File: src/rtl/mux16_rr_scheduler.sv
// Round-robin scheduler for a shared 16:1 select datapath (16 requesters).
// Optional hold timeout with forced preemption when ARB_TIMEOUT_EN is defined.
//
// Ports:
//   clk      in   1   rising-edge clock
//   rst_n    in   1   asynchronous active-low reset
//   req      in   16  request vector, bit i = requester i
//   done     in   1   current owner releases the grant (ignored while idle)
//   gnt      out  16  one-hot grant, zero when idle
//   sel      out  4   binary owner index, drives the 16:1 mux select
//   valid    out  1   high while gnt is non-zero
//   preempt  out  1   one-cycle pulse on a forced release (0 without ARB_TIMEOUT_EN)
//
// Parameters:
//   MAX_HOLD   owner cycles before forced release (ARB_TIMEOUT_EN only), 2..255
//   PTR_RESET  round-robin pointer value after reset, 0..15
module mux16_rr_scheduler #(
   parameter int MAX_HOLD  = 8,
   parameter int PTR_RESET = 0
) (
   input  logic        clk,
   input  logic        rst_n,
   input  logic [15:0] req,
   input  logic        done,
   output logic [15:0] gnt,
   output logic [3:0]  sel,
   output logic        valid,
   output logic        preempt
);

   typedef enum logic {
      IDLE  = 1'b0,
      GRANT = 1'b1
   } state_t;

   state_t      state_q, state_d;
   logic [15:0] gnt_q, gnt_d;
   logic [3:0]  sel_q, sel_d;
   logic        valid_q, valid_d;
   logic        preempt_q, preempt_d;
   logic [3:0]  ptr_q, ptr_d;

   logic [15:0] competitors;
   logic        force_rel;
   logic        release_ev;
   logic [3:0]  next_ptr;

   // First set bit of cand, scanning start, start+1, ... with 4-bit wrap.
   function automatic logic [3:0] rr_pick(input logic [15:0] cand,
                                          input logic [3:0]  start);
      logic [3:0] idx;
      logic       found;
      rr_pick = start;
      found   = 1'b0;
      for (int i = 0; i < 16; i++) begin
         idx = start + 4'(i);
         if (!found && cand[idx]) begin
            rr_pick = idx;
            found   = 1'b1;
         end
      end
   endfunction

   // The releasing owner is masked so it cannot win its own release edge.
   assign competitors = req & ~gnt_q;
   assign next_ptr    = sel_q + 4'd1;
   assign release_ev  = (state_q == GRANT) &&
                        (done || !req[sel_q] || force_rel);

`ifdef ARB_TIMEOUT_EN
   localparam logic [7:0] HOLD_LIM = 8'(MAX_HOLD - 1);

   logic [7:0] hold_q, hold_d;
   logic       grant_load;

   // A fresh grant happens from IDLE with any request, or on a release
   // that still has a competitor to hand over to.
   assign grant_load = ((state_q == IDLE) && (|req)) ||
                       (release_ev && (|competitors));

   // Preemption only when someone else is actually waiting.
   assign force_rel = (state_q == GRANT) &&
                      (hold_q == HOLD_LIM) && (|competitors);

   always_comb begin
      hold_d = hold_q;
      if (grant_load)
         hold_d = 8'd0;
      else if ((state_q == GRANT) && (hold_q != 8'hFF))
         hold_d = hold_q + 8'd1;
   end

   always_ff @(posedge clk or negedge rst_n) begin
      if (!rst_n)
         hold_q <= 8'd0;
      else
         hold_q <= hold_d;
   end
`else
   assign force_rel = 1'b0;
`endif

   always_comb begin
      state_d   = state_q;
      gnt_d     = gnt_q;
      sel_d     = sel_q;
      valid_d   = valid_q;
      ptr_d     = ptr_q;
      preempt_d = 1'b0;
      unique case (state_q)
         IDLE: begin
            if (|req) begin
               sel_d   = rr_pick(req, ptr_q);
               gnt_d   = 16'd1 << sel_d;
               valid_d = 1'b1;
               state_d = GRANT;
            end
         end
         GRANT: begin
            if (release_ev) begin
               ptr_d     = next_ptr;
               preempt_d = force_rel;
               if (|competitors) begin
                  sel_d = rr_pick(competitors, next_ptr);
                  gnt_d = 16'd1 << sel_d;
               end else begin
                  gnt_d   = 16'd0;
                  valid_d = 1'b0;
                  state_d = IDLE;
               end
            end
         end
         default: begin
            gnt_d   = 16'd0;
            valid_d = 1'b0;
            state_d = IDLE;
         end
      endcase
   end

   always_ff @(posedge clk or negedge rst_n) begin
      if (!rst_n) begin
         state_q   <= IDLE;
         gnt_q     <= 16'd0;
         sel_q     <= 4'd0;
         valid_q   <= 1'b0;
         preempt_q <= 1'b0;
         ptr_q     <= 4'(PTR_RESET);
      end else begin
         state_q   <= state_d;
         gnt_q     <= gnt_d;
         sel_q     <= sel_d;
         valid_q   <= valid_d;
         preempt_q <= preempt_d;
         ptr_q     <= ptr_d;
      end
   end

   assign gnt     = gnt_q;
   assign sel     = sel_q;
   assign valid   = valid_q;
   assign preempt = preempt_q;

endmodule

File: config.mk
export PLATFORM = sky130hd
export DESIGN_NAME = mux16_rr_scheduler
export DESIGN_NICKNAME = d
export VERILOG_FILES = /design/src/rtl/mux16_rr_scheduler.sv
export SDC_FILE = /design/constraint.sdc
export NUM_CORES = 1
export LEC_CHECK = 0
export ABC_AREA = 1
export CAP_MARGIN = 20
export CORE_UTILIZATION = 45
export CTS_CLUSTER_SIZE = 12
export DETAILED_ROUTE_END_ITERATION = 10
export DONT_BUFFER_PORTS = 1
export HOLD_SLACK_MARGIN = 0.06
export PLACE_DENSITY = 0.56
export SLEW_MARGIN = 20
export SYNTH_ARGS = -nofsm -noshare
export SYNTH_HDL_FRONTEND = slang
export SYNTH_SLANG_ARGS = --single-unit
File: constraint.sdc
create_clock -name clk -period 5.47 [get_ports clk]
set_input_delay 0.547 -clock clk [delete_from_list [all_inputs] [get_ports clk]]
set_output_delay 0.547 -clock clk [all_outputs]
set_load 0.05 [all_outputs]
==> results.md <==
- Antenna Cells: 0
- Synthesized cell area: 5470 sq um
- Overall Global Routing Usage: 31.7%
- Post-synth EDFFs: 0
- Crit Path Class: flop to flop
- Num CTS Buffers: 3
- CTS tree: yes
- Post-Synthesis Cells: 1038
- Drt total wl: 19300 um
- Max Transition Viols Final: 0
- CP startpoint: ptr_q[1]
- Layout cells sized above 1: 9.49%
- Setup Fix Bufs, Post-CTS: 0
- Final ANT Viol Nets: 0
- Critical Path Start Type: flop
- Largest net degree at the start of global routing: 40
- Max Cap Violations: 0
- Vias in the first global route: 5902
- Worst slack at placement: 0.651 ns
- Top cells by area, synth: nand2_1 26%, nand3_1 16%, dfrtp_1 12%
- CP Capture Type: flop
- Share of the synthesized area in the top cell type: 26.3%
- Status: completed
- Row cnt: 39
- Layout net count: 1051
- Syn Area/Cell: around 5.3 sq um
- Io pins: 41
- Hold Violations, Final: 0
- Initial antenna violation count: 0
- Worst Tran Pin Value: between 0.8 and 0.9 ns
- Met3 GRT Util: 2.86%
- Area leader, netlist: nand2_1
- # fillers: 1296
- Reg2Reg Setup Slack: around 0.60 ns
- Critical path peak fanout: 16
- R2R Path Start: ptr_q[1]
- DR WL/cell: roughly 17 um
- Synth Register Bits: 26
- RSZ-0062 raised after global routing: no
- DP HPWL: ~15000 um
- Setup TNS: 0 ns
- Total gr overflow: 0
- Synth Net Count: around 1100
- Hold Crit Class: input port to async pin
- Fin crit share: 89.0%
- Clock latency on the worst-skew pair: 0.26 ns
- CTS root buffer: clkbuf_16
- Fin cells: ~1200
- Critical Path RT: ~5.7 ns
- Asr flop ratio synth: 100%
- Worst Skew: just over 0.004 ns
- Yosys warning total: 0
- Min Hold Slack: about 0.095 ns
- Reg2reg end: gnt[14]
- Grt peak-use layer: met2
- Vias: about 6600
- Top cell by count, worst path: nand2_1
- Unique masters post-synth: 47
- DRC viols: 0
- Final setup margin: 0.602 ns
- Port bufs: 0
- Arrival time at the worst endpoint: 5.07 ns
- Setup violators final: 0
- Cell total after placement: 1160
- Die W: between 100 and 150 um
- Drt first pass iters: 8
- Most used DFF post-synth: dfrtp_1
- Initial DRC count: approximately 680
- Worst-path clk slew: roughly 0.07 ns
- End point of the critical path: gnt[14]
- CTS max path bufs: 2
- Initial Util: 47.1%
- Die H: roughly 110 um
- Met2 Usage GRT: between 50% and 60%
- CTS sink count: 26
- H-Tree Depth: 1
- Max_slew headroom: approximately two fifths
- First-pass GRT wire length: around 32000 um
- Area Growth Syn to Fin: 3.66%
- Sequential share of the synthesized area: 11.9%
- Global placer's final weighted congestion: around 0.9
- Met1 Use GR: between 40 and 50%
- DR vias/cell: about 5.6
- Die area: around 13000 sq um
- CORE AREA: approximately 12000 sq um
- Tmin final: a little under 5 ns
- Worst Reg-to-Reg Cells: 28
- CP max stage delay: roughly 0.73 ns
- Highest clock rate: roughly 200 MHz
- Slowest-stage cell, CP: ha_1
## cell usage in the layout (no fill, tap or decap), drive strengths merged, types with 2 or more instances in the layout
cell	count
a21oi	35
nor2	83
o21ai	56
nand2	407
o211ai	3
nor3	2
nor4	9
clkbuf	3
nand4	29
a31oi	4
buf	9
o21a	2
xnor2	4
a21o	2
inv	130
ha	9
dfrtp	26
nand3	185
clkinv	4
xor2	10
## stage by stage
| stage | util, % | cell area, sq um |
|---|---|---|
| after CTS | 48.8 | 5670 |
| after global placement | 47.7 | 5550 |
| after floorplan | - | 5470 |
| after detailed placement | 47.7 | 5550 |
| after global routing | 48.8 | 5670 |
| final | 48.8 | 5670 |
## repair_timing
action	CTS	global route
gates resized for setup	0	0
endpoints found under the hold margin	26	0
hold buffers	1	0
setup endpoints to repair	0	0
## worst min path at each step
stage | slack [ns] | depth (start not counted) | end | startpoint
6_report | 0.09 | 1 | gnt[8] | rst_n
3_5_place_dp | 0.25 | 0 | gnt[14] | rst_n
4_1_cts | 0.09 | 1 | gnt[14] | rst_n
3_3_place_gp | 0.25 | 0 | gnt[4] | rst_n
2_1_floorplan | 0.25 | 0 | gnt[0] | rst_n
5_1_grt | 0.1 | 1 | gnt[7] | rst_n
## state kept, by name (all words and copies together) (netlist names)
| signal | cells |
|---|---|
| ptr_q | 4 |
| state_q | 1 |
| gnt | 16 |
| valid | 1 |
| sel | 4 |
## synthesized netlist by cell type (2+ instances only)
| master | number |
|---|---|
| nand2_1 | 383 |
| nand3_1 | 179 |
| inv_1 | 109 |
| nor2_1 | 65 |
| o21ai_0 | 46 |
| a21oi_1 | 34 |
| dfrtp_1 | 26 |
| nand4_1 | 26 |
| inv_2 | 19 |
| nand2_2 | 19 |
| clkbuf_1 | 10 |
| buf_2 | 9 |
| ha_1 | 9 |
| nor2_4 | 9 |
| nor4_1 | 9 |
| nor2_2 | 8 |
| buf_4 | 7 |
| nand3_2 | 6 |
| o21ai_1 | 6 |
| xor2_1 | 6 |
| nand2_4 | 5 |
| a31oi_1 | 4 |
| clkinv_1 | 4 |
| o21ai_2 | 4 |
| xor2_2 | 4 |
| o211ai_1 | 3 |
| xnor2_1 | 3 |
| a21o_1 | 2 |
| buf_6 | 2 |
| inv_4 | 2 |
| nand4_2 | 2 |
| nor3_1 | 2 |
| o21a_1 | 2 |
## final cells by class
cell class / instances / area [sq um] / area share, %
Sequential cell: 26 / 652 / 11.5
Timing Repair Buffer: 9 / 80.1 / 1.41
Clock inverter: 1 / 30.0 / 0.530
Multi-Input combinational cell: 849 / 4150 / 73.1
Tap cell: 143 / 179 / 3.16
Clock buffer: 3 / 75.1 / 1.32
Inverter: 134 / 508 / 8.96
## routing by layer
layer	routed length, um	vias to the layer above
li1	-	3335
met1	9050	2985
met2	8670	240
met3	1350	18
met4	183	0
met5	0	-
## cells by family (layout without fill, tap and decap cells)
| kind of cell | count (synthesis) | after routing | share of synthesized area, % |
|---|---|---|---|
| DFF | 26 | 26 | 11.9 |
| adders and majority gates | 9 | 9 | 2.06 |
| other | 1 | 1 | 0.0686 |
| AOI/OAI and AO/OA | 107 | 107 | 10.8 |
| and+or+nand+nor | 718 | 718 | 59.9 |
| xor gates and xnor gates | 14 | 14 | 2.93 |
| buffers and inverters | 163 | 147 | 12.3 |
## critical path: cells and delay by family (launching register included)
kind | cells | cell delay [ns]
AND/OR/NAND/NOR | 20 | 1.78
adder cells (fa/ha/maj) | 1 | 0.73
flip-flops | 1 | 0.63
buffers and inverters | 5 | 1.05
AO/OA/AOI/OAI | 2 | 0.62
Power is not shown: default switching activity piles up to over one toggle a cycle in this logic, so the estimate is an artifact.
